**src/rtl/clock_pkg.sv**
```systemverilog
// clock_pkg: shared types and constants for the VGA clock timekeeping core.
//   - alarm_state_t and its state constants (OFF, ARMED, RINGING, SNOOZE)
//   - field maxima and widths for seconds / minutes / hours
package clock_pkg;

  typedef logic [1:0] alarm_state_t;

  localparam alarm_state_t ST_OFF     = 2'd0;
  localparam alarm_state_t ST_ARMED   = 2'd1;
  localparam alarm_state_t ST_RINGING = 2'd2;
  localparam alarm_state_t ST_SNOOZE  = 2'd3;

  localparam int SEC_MAX = 59;
  localparam int MIN_MAX = 59;
  localparam int HRS_MAX = 11;

  localparam int SEC_W = 6;
  localparam int MIN_W = 6;
  localparam int HRS_W = 4;

endpackage

```
**src/rtl/alarm_timekeeper_if.sv**
```systemverilog
// alarm_timekeeper_if: tick / button pulses in, time / alarm / buzzer out.
//   slave  : the timekeeper core (consumes pulses, drives time and buzzer)
//   master : the surrounding top level or bench (drives pulses, reads time)
interface alarm_timekeeper_if;
  import clock_pkg::*;

  logic             tick_1hz;
  logic             tick_buzz;
  logic             sec_adj;
  logic             min_adj;
  logic             hrs_adj;
  logic             al_adj;
  logic             al_toggle;
  logic [SEC_W-1:0] seconds;
  logic [MIN_W-1:0] minutes;
  logic [HRS_W-1:0] hours;
  logic [MIN_W-1:0] al_minutes;
  logic [HRS_W-1:0] al_hours;
  logic             al_on;
  logic             alarm_active;
  logic             buzzer_out;

  modport slave (
    input  tick_1hz, tick_buzz, sec_adj, min_adj, hrs_adj, al_adj, al_toggle,
    output seconds, minutes, hours, al_minutes, al_hours,
           al_on, alarm_active, buzzer_out
  );

  modport master (
    output tick_1hz, tick_buzz, sec_adj, min_adj, hrs_adj, al_adj, al_toggle,
    input  seconds, minutes, hours, al_minutes, al_hours,
           al_on, alarm_active, buzzer_out
  );

endinterface

```
**src/rtl/wrap_counter.sv**
```systemverilog
// wrap_counter: modulo-(MAX+1) up-counter.
//   clk, reset : clock, synchronous active-high reset (count -> 0)
//   inc_i      : advance by one this cycle
//   cnt_o      : registered count, always 0..MAX
//   carry_o    : combinational, high when inc_i wraps MAX -> 0
module wrap_counter #(
  parameter int W   = 6,
  parameter int MAX = 59
) (
  input  logic         clk,
  input  logic         reset,
  input  logic         inc_i,
  output logic [W-1:0] cnt_o,
  output logic         carry_o
);

  localparam logic [W-1:0] MAXV = W'(MAX);

  logic [W-1:0] cnt_q, cnt_d;

  assign carry_o = inc_i && (cnt_q == MAXV);
  assign cnt_o   = cnt_q;

  always_comb begin
    cnt_d = cnt_q;
    if (inc_i) cnt_d = (cnt_q == MAXV) ? '0 : cnt_q + 1'b1;
  end

  always_ff @(posedge clk) begin
    if (reset) cnt_q <= '0;
    else       cnt_q <= cnt_d;
  end

endmodule

```
**src/rtl/alarm_timekeeper.sv**
```systemverilog
// alarm_timekeeper: 12-hour time of day, alarm time, alarm FSM and buzzer gate.
//   clk, reset : 31.5 MHz clock, synchronous active-high reset
//   bus        : alarm_timekeeper_if.slave (tick/button pulses in; time,
//                alarm time, al_on, alarm_active, buzzer_out out)
// Build option ALARM_SNOOZE_EN: adds the SNOOZE state; an adjust pulse while
// ringing snoozes for SNOOZE_MINUTES instead of changing time/alarm.
module alarm_timekeeper
  import clock_pkg::*;
#(
  parameter int AL_MIN_STEP    = 10,
  parameter int RING_SECONDS   = 60,
  parameter int SNOOZE_MINUTES = 5
) (
  input  logic             clk,
  input  logic             reset,
  alarm_timekeeper_if.slave bus
);

  if (AL_MIN_STEP < 1 || AL_MIN_STEP > 59) begin : g_bad_step
    $error("AL_MIN_STEP out of range 1..59");
  end
  if (SNOOZE_MINUTES < 1 || SNOOZE_MINUTES > 59) begin : g_bad_snooze
    $error("SNOOZE_MINUTES out of range 1..59");
  end

  localparam int RW = $clog2(RING_SECONDS + 1);
  localparam logic [RW-1:0] RING_LAST = RW'(RING_SECONDS - 1);

  alarm_state_t     st_q, st_d;
  logic [RW-1:0]    ring_q, ring_d;
  logic [MIN_W-1:0] alm_q, alm_d;
  logic [HRS_W-1:0] alh_q, alh_d;
  logic             buzz_q, buzz_d;
  logic             al_on_q, active_q;
  logic             consume;

  logic [SEC_W-1:0] sec;
  logic [MIN_W-1:0] min;
  logic [HRS_W-1:0] hrs;
  logic             sec_carry, min_carry, hrs_carry_unused;

  // A snoozing adjust pulse is swallowed; tick_1hz still advances time.
`ifdef ALARM_SNOOZE_EN
  logic [MIN_W-1:0] snz_q, snz_d;
  logic [MIN_W:0]   snz_sum;
  assign consume = (st_q == ST_RINGING) && !bus.al_toggle &&
                   (bus.sec_adj || bus.min_adj || bus.hrs_adj || bus.al_adj);
  assign snz_sum = {1'b0, min} + (MIN_W+1)'(SNOOZE_MINUTES);
`else
  assign consume = 1'b0;
`endif

  wrap_counter #(.W(SEC_W), .MAX(SEC_MAX)) u_sec (
    .clk(clk), .reset(reset),
    .inc_i(bus.tick_1hz || (bus.sec_adj && !consume)),
    .cnt_o(sec), .carry_o(sec_carry));

  wrap_counter #(.W(MIN_W), .MAX(MIN_MAX)) u_min (
    .clk(clk), .reset(reset),
    .inc_i(sec_carry || (bus.min_adj && !consume)),
    .cnt_o(min), .carry_o(min_carry));

  // Hours roll 11 -> 0 with nothing above them.
  wrap_counter #(.W(HRS_W), .MAX(HRS_MAX)) u_hrs (
    .clk(clk), .reset(reset),
    .inc_i(min_carry || (bus.hrs_adj && !consume)),
    .cnt_o(hrs), .carry_o(hrs_carry_unused));

  // Alarm time: step minutes, fold overflow into hours.
  logic [MIN_W:0] al_sum;
  always_comb begin
    alm_d  = alm_q;
    alh_d  = alh_q;
    al_sum = {1'b0, alm_q} + (MIN_W+1)'(AL_MIN_STEP);
    if (bus.al_adj && !consume) begin
      if (al_sum >= (MIN_W+1)'(60)) begin
        alm_d = MIN_W'(al_sum - (MIN_W+1)'(60));
        alh_d = (alh_q == HRS_W'(HRS_MAX)) ? '0 : alh_q + 1'b1;
      end else begin
        alm_d = al_sum[MIN_W-1:0];
      end
    end
  end

  // Match uses registered time, so RINGING lands two cycles after the tick.
  logic match;
  assign match = (hrs == alh_q) && (min == alm_q) && (sec == '0);

  always_comb begin
    st_d   = st_q;
    ring_d = ring_q;
`ifdef ALARM_SNOOZE_EN
    snz_d  = snz_q;
`endif
    case (st_q)
      ST_OFF:   if (bus.al_toggle) st_d = ST_ARMED;
      ST_ARMED: begin
        if (bus.al_toggle) st_d = ST_OFF;
        else if (match) begin
          st_d   = ST_RINGING;
          ring_d = '0;
        end
      end
      ST_RINGING: begin
        if (bus.al_toggle) st_d = ST_OFF;
`ifdef ALARM_SNOOZE_EN
        else if (consume) begin
          st_d  = ST_SNOOZE;
          snz_d = (snz_sum >= (MIN_W+1)'(60)) ? MIN_W'(snz_sum - (MIN_W+1)'(60))
                                              : snz_sum[MIN_W-1:0];
        end
`endif
        else if (bus.tick_1hz) begin
          if (ring_q == RING_LAST) begin
            st_d   = ST_ARMED;
            ring_d = '0;
          end else begin
            ring_d = ring_q + 1'b1;
          end
        end
      end
`ifdef ALARM_SNOOZE_EN
      ST_SNOOZE: begin
        if (bus.al_toggle) st_d = ST_OFF;
        else if (min == snz_q && sec == '0) begin
          st_d   = ST_RINGING;
          ring_d = '0;
        end
      end
`endif
      default: st_d = ST_OFF;
    endcase
  end

  // Tone toggles only during even seconds of ringing; otherwise held low.
  always_comb begin
    buzz_d = 1'b0;
    if (st_q == ST_RINGING && !sec[0]) buzz_d = bus.tick_buzz ? !buzz_q : buzz_q;
  end

  always_ff @(posedge clk) begin
    if (reset) begin
      st_q     <= ST_OFF;
      ring_q   <= '0;
      alm_q    <= '0;
      alh_q    <= '0;
      buzz_q   <= 1'b0;
      al_on_q  <= 1'b0;
      active_q <= 1'b0;
    end else begin
      st_q     <= st_d;
      ring_q   <= ring_d;
      alm_q    <= alm_d;
      alh_q    <= alh_d;
      buzz_q   <= buzz_d;
      al_on_q  <= (st_d != ST_OFF);
      active_q <= (st_d == ST_RINGING);
    end
  end

`ifdef ALARM_SNOOZE_EN
  always_ff @(posedge clk) begin
    if (reset) snz_q <= '0;
    else       snz_q <= snz_d;
  end
`endif

  assign bus.seconds      = sec;
  assign bus.minutes      = min;
  assign bus.hours        = hrs;
  assign bus.al_minutes   = alm_q;
  assign bus.al_hours     = alh_q;
  assign bus.al_on        = al_on_q;
  assign bus.alarm_active = active_q;
  assign bus.buzzer_out   = buzz_q;

endmodule
```
**src/flat_wrapper.sv**
```systemverilog
// flat-port wrapper written by rule: the top's interface ports become plain ports
module alarm_timekeeper_flat import clock_pkg::*;
#(
  parameter int AL_MIN_STEP    = 10,
  parameter int RING_SECONDS   = 60,
  parameter int SNOOZE_MINUTES = 5
)
  (clk, reset, bus_tick_1hz, bus_tick_buzz, bus_sec_adj, bus_min_adj, bus_hrs_adj, bus_al_adj, bus_al_toggle, bus_seconds, bus_minutes, bus_hours, bus_al_minutes, bus_al_hours, bus_al_on, bus_alarm_active, bus_buzzer_out);
  alarm_timekeeper_if bus_i ();
  input  logic clk;
  input  logic reset;
  input wire logic [$bits(bus_i.tick_1hz)-1:0] bus_tick_1hz;
  input wire logic [$bits(bus_i.tick_buzz)-1:0] bus_tick_buzz;
  input wire logic [$bits(bus_i.sec_adj)-1:0] bus_sec_adj;
  input wire logic [$bits(bus_i.min_adj)-1:0] bus_min_adj;
  input wire logic [$bits(bus_i.hrs_adj)-1:0] bus_hrs_adj;
  input wire logic [$bits(bus_i.al_adj)-1:0] bus_al_adj;
  input wire logic [$bits(bus_i.al_toggle)-1:0] bus_al_toggle;
  output wire logic [$bits(bus_i.seconds)-1:0] bus_seconds;
  output wire logic [$bits(bus_i.minutes)-1:0] bus_minutes;
  output wire logic [$bits(bus_i.hours)-1:0] bus_hours;
  output wire logic [$bits(bus_i.al_minutes)-1:0] bus_al_minutes;
  output wire logic [$bits(bus_i.al_hours)-1:0] bus_al_hours;
  output wire logic [$bits(bus_i.al_on)-1:0] bus_al_on;
  output wire logic [$bits(bus_i.alarm_active)-1:0] bus_alarm_active;
  output wire logic [$bits(bus_i.buzzer_out)-1:0] bus_buzzer_out;
  assign bus_i.tick_1hz = bus_tick_1hz;
  assign bus_i.tick_buzz = bus_tick_buzz;
  assign bus_i.sec_adj = bus_sec_adj;
  assign bus_i.min_adj = bus_min_adj;
  assign bus_i.hrs_adj = bus_hrs_adj;
  assign bus_i.al_adj = bus_al_adj;
  assign bus_i.al_toggle = bus_al_toggle;
  assign bus_seconds = bus_i.seconds;
  assign bus_minutes = bus_i.minutes;
  assign bus_hours = bus_i.hours;
  assign bus_al_minutes = bus_i.al_minutes;
  assign bus_al_hours = bus_i.al_hours;
  assign bus_al_on = bus_i.al_on;
  assign bus_alarm_active = bus_i.alarm_active;
  assign bus_buzzer_out = bus_i.buzzer_out;
  alarm_timekeeper #(.AL_MIN_STEP(AL_MIN_STEP), .RING_SECONDS(RING_SECONDS), .SNOOZE_MINUTES(SNOOZE_MINUTES)) u_core (.clk(clk), .reset(reset), .bus(bus_i));
endmodule
```
**config.mk**
```make
export PLATFORM = sky130hd
export DESIGN_NAME = alarm_timekeeper_flat
export DESIGN_NICKNAME = d
export VERILOG_FILES = /design/src/rtl/clock_pkg.sv /design/src/rtl/alarm_timekeeper_if.sv /design/src/rtl/wrap_counter.sv /design/src/rtl/alarm_timekeeper.sv /design/src/flat_wrapper.sv
export SDC_FILE = /design/constraint.sdc
export NUM_CORES = 1
export LEC_CHECK = 0
export CAP_MARGIN = 0
export CORE_ASPECT_RATIO = 0.8
export CORE_MARGIN = 3
export CORE_UTILIZATION = 26
export DETAILED_ROUTE_END_ITERATION = 8
export SKIP_LAST_GASP = 1
export SYNTH_ARGS = -nofsm -noshare
export SYNTH_HDL_FRONTEND = slang
export SYNTH_SLANG_ARGS = --single-unit
export TNS_END_PERCENT = 1
```
**constraint.sdc**
```tcl
create_clock -name clk -period 2.5 [get_ports clk]
set_input_delay 0.5 -clock clk [delete_from_list [all_inputs] [get_ports clk]]
set_output_delay 0.5 -clock clk [all_outputs]
set_load 0.02 [all_outputs]
```
Word level (Yosys, flattened, before mapping)
Cells that the tools add are included. W data, S select, Z words.

Input bits: 9. Register bits after elaboration: 37. Logic and storage cells: 68. Output and inout bits: 29.

Muxes and demuxes: 18. Eq/ne operators: 14. Order comparisons: 1. $add $sub $neg: 7. Reduce and logical (&&, ||, !) cells: 17. Bitwise operators: 1.

Operator list (number): $mux W6 (8); $add A6 B1 Y6 const B (3); $eq A6 B6 Y1 const B (3); $mux W2 (6); $pmux W6 S2 (1); $add A4 B1 Y4 const B (2); $eq A4 B4 Y1 const B (2); $mux W4 (2); $add A6 B4 Y7 const B (1); $ge A7 B6 Y1 const B (1); $eq A6 B6 Y1 (1); $logic_not A6 Y1 (1); $ne A2 B2 Y1 const B (3); $pmux W2 S3 (1); $sub A6 B6 Y6 const B (1); $logic_and A1 B1 Y1 (5); $reduce_and A5 Y1 (1); $eq A2 B2 Y1 const B (2); $eq A4 B4 Y1 (1); $reduce_bool A2 Y1 (2); $logic_or A1 B1 Y1 (3); $eq A2 B1 Y1 const B (1); $logic_not A1 Y1 (2); $logic_not A2 Y1 (1); other kinds (4) (4).

Depth between registers and ports, before layout
Depth after elaboration: 7. Depth in mapped cells: 9.

Modules after synthesis
A second synthesis with hierarchy kept.

Cells, all modules: 252. Area total of the unflattened synthesis: 2142.1 um^2.

By module, submodules not included: alarm_timekeeper (seq. area each 400.4 um^2, cells an instance 175, area each 1425.1 um^2, times used 1); wrap_counter (u_core.u_min ...) (seq. area each 120.1 um^2, cells an instance 29, area each 265.3 um^2, times used 2); wrap_counter (u_core.u_hrs) (seq. area each 80.1 um^2, cells an instance 19, area each 186.4 um^2, times used 1).

Worst setup path before layout
No wires, ideal clock.

Kind: reg2reg. Start point: register u_core.alm_q[2], in the netlist u_core.bus.al_minutes[2]. End point: register u_core.alh_q[3], in the netlist u_core.bus.al_hours[3]. Arrival: 2028 ps. Path slack: 354 ps. Cell stages (with the launch flop): 8. Data required time: 2383 ps. Library setup time: 117 ps. Period minus slack after synthesis: 2146 ps. Path through: dfxtp_1 inv_1 ha_1 nand2b_1 a21o_1 a221o_1 and2_4 a32o_1.

Cells in the longest elaborated chain, start to end: 3.

RTL lines: start: declaration (RTL line alarm_timekeeper.sv:31) `logic [MIN_W-1:0] alm_q, alm_d;`; start signal: assignment (RTL line alarm_timekeeper.sv:153) `alm_q <= alm_d;`; $add A6 B4 Y7 (RTL line alarm_timekeeper.sv:74) `al_sum = {1'b0, alm_q} + (MIN_W+1)'(AL_MIN_STEP);`; $ge A7 B6 Y1 (RTL line alarm_timekeeper.sv:76) `if (al_sum >= (MIN_W+1)'(60)) begin`; $reduce_and A2 Y1 (no line); end signal: assignment (RTL line alarm_timekeeper.sv:154) `alh_q <= alh_d;`; end: declaration (RTL line alarm_timekeeper.sv:32) `logic [HRS_W-1:0] alh_q, alh_d;`.

Every way passes these cells. A chain may end at the register's enable or synchronous reset.

Worst setup path in the final report
Ends and elaborated chain as after synthesis.

==> flow_metrics.env <==
export IMPL_start_kind="register"
export IMPL_p_leak_uw=0.00102
export IMPL_die_w_um=108
export IMPL_clock_latency_ns=0.29
export IMPL_tns_ns=0
export IMPL_wl_met3_um=361
export IMPL_synth_avg_cell_area_um2=8.25
export IMPL_crit_fanout=7
export IMPL_clk_pin_slew_ns=0.08
export IMPL_finalSetupViolations=0
export IMPL_period_minus_slack_ns=2.23
export IMPL_crit_chain="inv_1 > ha_1 > nand2b_1 > a21o_1 > a221o_1 > and2_4 > a32o_1"
export IMPL_cts_resized=0
export IMPL_die_area_mm2=0.00941
export IMPL_wirelength_met1_um=2750
export IMPL_cts_hold_buf=0
export IMPL_intPower_uw=1040
export IMPL_status="completed"
export IMPL_postCtsSetupBuffers=0
export IMPL_clockPowerShare_pct=34.9
export IMPL_drt_iter0_drc=156
export IMPL_top_layer_used="met4"
export IMPL_cp_slowest_cell="a221o_1"
export IMPL_max_slew_margin_pct=66.3
export IMPL_start_util_pct=27.0
export IMPL_drc=0
export IMPL_reg2reg_from="u_core.bus.al_minutes[2]"
export IMPL_cts_buffers_inserted=5
export IMPL_synth_seq_cells=36
export IMPL_r2r_end="u_core.bus.al_hours[3]"
export IMPL_htreeDepth=2
export IMPL_io_buffers=36
export IMPL_path_class="register to register"
export IMPL_dieHeight_um=87.4
export IMPL_synth_edf_count=0
export IMPL_max_slew_worst_pin_slew_ns=0.500
export IMPL_p_sw_uw=454
export IMPL_final_util_pct=34.3
export IMPL_min_path_cells=2
export IMPL_routed_wl_um=5290
export IMPL_seqPwrFrac_pct=42.9
export IMPL_clock_sinks=36
export IMPL_cellPowerDensity_mw_per_mm2=546
export IMPL_max_freq_ghz=0.449
export IMPL_clock_skew_final_ns=0.00805
export IMPL_dr_total_vias=2010
export IMPL_layout_common_cells="clkdlybuf4s50_1 (36), dfxtp_1 (36), nor2_1 (24)"
export IMPL_hold_path_class="register to register"
export IMPL_cp_buffers_inverters=1
export IMPL_cp_end_kind="register"
export IMPL_reg2regPathDepth=7
export IMPL_ys_types=56
export IMPL_p_comb_share_pct=22.3
export IMPL_clk_path_buf_depth=2
export IMPL_synth_area_mm2=0.00215
export IMPL_antenna_found_initial=0
export IMPL_rows=29
export IMPL_worstPathRequired_ns=2.69
export IMPL_ant_nets=0
export IMPL_ys_seq_area_share_pct=33.5
export IMPL_gp_congestion=0.786
export IMPL_syn_nets=279
export IMPL_dp_hpwl_um=3960
export IMPL_async_reset_ff_share_pct=0
export IMPL_yosysWarnings=0
export IMPL_dr_pass1_iters=5
export IMPL_fin_cells=406
export IMPL_grt_pass1_vias=1760
export IMPL_switching_share_pct=30.3
export IMPL_crit_family="compound AO/OA/AOI/OAI gates"
export IMPL_antenna_cells=0
export IMPL_wl_met2_um=2160
export IMPL_cp_arrival_ns=2.42
export IMPL_grt_max_degree=20
export IMPL_synthFlopType="dfxtp_1"
export IMPL_vdd_drop_max_uv=229
export IMPL_finalCritPeriodShare_pct=89.0
export IMPL_area_delta_synth_final_pct=27.4
export IMPL_ios=38
export IMPL_min_delay_start="u_core.ring_q[0]"
export IMPL_grt_usage_pct=11.6
export IMPL_cts_root_buf="clkbuf_8"
export IMPL_drv_slew=0
export IMPL_avgRoutedWirePerCell_um=13.0
export IMPL_maxCapViolations=0
export IMPL_placedCellCount=398
export IMPL_syn_inst=261
export IMPL_gr_total_overflow=0
export IMPL_min_to="u_core.ring_q[0]"
export IMPL_reg2reg_slack_ns=0.27
export IMPL_finalNetCount=315
export IMPL_routed_via_density=4.95
export IMPL_coreArea_mm2=0.00798
export IMPL_hold_viol=0
export IMPL_rsz0062_at_grt="false"
export IMPL_slowest_delay_ns=0.45
export IMPL_grt_first_pass_wirelength_um=8800
export IMPL_cts_tree="built"
export IMPL_drive_above_1_share_pct=7.72
tightest hold or removal path: cells and delay by family (launching register included):
kind / cells / cell delay (ns)
AOI/OAI and AO/OA: 1 / 0.06
DFF: 1 / 0.35
and+or+nand+nor: 1 / 0.06
power groups by stage:
stage          combinational [µW]  clock [µW]  sequential, µW
5_1_grt                       371         561             648
3_3_place_gp                  328           0             655
3_5_place_dp                  333           0             655
4_1_cts                       335         533             642
2_1_floorplan                 196           0             670
6_report                      334         522             641
synthesized netlist by cell type, types with 2 or more instances:
cell type,count,share of area [%]
dfxtp_1,36,33
nor2_1,24,4.2
nand2_1,23,4.0
o21ai_0,15,3.5
xor2_1,15,6.1
a21oi_1,12,2.8
inv_1,12,2.1
nand3_1,11,2.6
ha_1,9,5.2
clkbuf_1,8,1.4
a31oi_1,7,2.0
nor3_1,7,1.6
nand2b_1,6,1.7
nand4_1,6,1.7
xnor2_1,5,2.0
and3_1,4,1.2
mux2i_1,4,1.9
a211oi_1,3,1.0
a311oi_1,3,1.2
and2_1,3,0.87
or3_1,3,0.87
a311o_1,2,0.93
buf_2,2,0.47
nand4b_1,2,0.81
nor3b_1,2,0.70
nor4_1,2,0.58
o2111ai_1,2,0.81
o21a_1,2,0.70
o311ai_0,2,0.81
o31ai_1,2,0.70
or4b_2,2,0.93
routing by layer:
metal  global-route usage, %  vias to the layer above
met4                    3.10                        0
met2                    15.9                       47
met5                       0                        -
met1                    17.1                      933
met3                    3.93                        2
li1                        -                     1028
registers in the layout (all words and copies together) (netlist names):
name / count
u_core.ring_q: 6
u_core.u_min.cnt_o: 6
u_core.u_sec.cnt_o: 6
u_core.bus.al_minutes: 5
u_core.bus.al_hours: 4
u_core.u_hrs.cnt_o: 4
u_core.st_q: 2
u_core.bus.al_on: 1
u_core.bus.alarm_active: 1
u_core.bus.buzzer_out: 1
cell type report:
cell class / count / area (µm²)
multi-input cells: 201 / 1330
repair buffers: 41 / 398
fillers: 842 / 5240
clock buffers: 5 / 68.8
flip-flops and latches: 36 / 721
well taps: 108 / 135
inverters: 12 / 45.0
clock inverters: 3 / 42.5
kinds of logic after synthesis:
family                     count (synthesis)  share of synthesized area, %
muxes                                      4                          1.86
buffers and inverters                     24                          4.65
and+or+nand+nor                          105                          26.2
xor gates and xnor gates                  20                          8.14
AOI/OAI and AO/OA                         62                          20.2
DFF                                       36                          33.5
adders and majority gates                  9                          5.23
other                                      1                         0.174
stage by stage:
stage | hold WS, ns | instance area (µm²) | setup WS (ns) | power (µW)
floorplan | 0.465 | 2150 | 0.354 | 867
global placement | 0.486 | 2630 | 0.344 | 983
detailed placement | 0.501 | 2630 | 0.300 | 988
CTS | 0.512 | 2740 | 0.285 | 1510
global route | 0.528 | 2740 | 0.0936 | 1580
finish | 0.514 | 2740 | 0.274 | 1500
how the worst max path moves through the flow:
stage                              from                        to  slack (ns)  cells past startpoint
2_1_floorplan  u_core.bus.al_minutes[2]    u_core.bus.al_hours[3]        0.35                      7
5_1_grt        u_core.bus.al_minutes[2]  u_core.bus.al_minutes[3]        0.09                      7
3_5_place_dp   u_core.bus.al_minutes[2]    u_core.bus.al_hours[3]        0.30                      7
3_3_place_gp               bus_tick_1hz     u_core.u_hrs.cnt_o[3]        0.34                      6
6_report       u_core.bus.al_minutes[2]    u_core.bus.al_hours[3]        0.27                      7
4_1_cts        u_core.bus.al_minutes[2]    u_core.bus.al_hours[3]        0.28                      7
(Power assumes the default switching activity.)
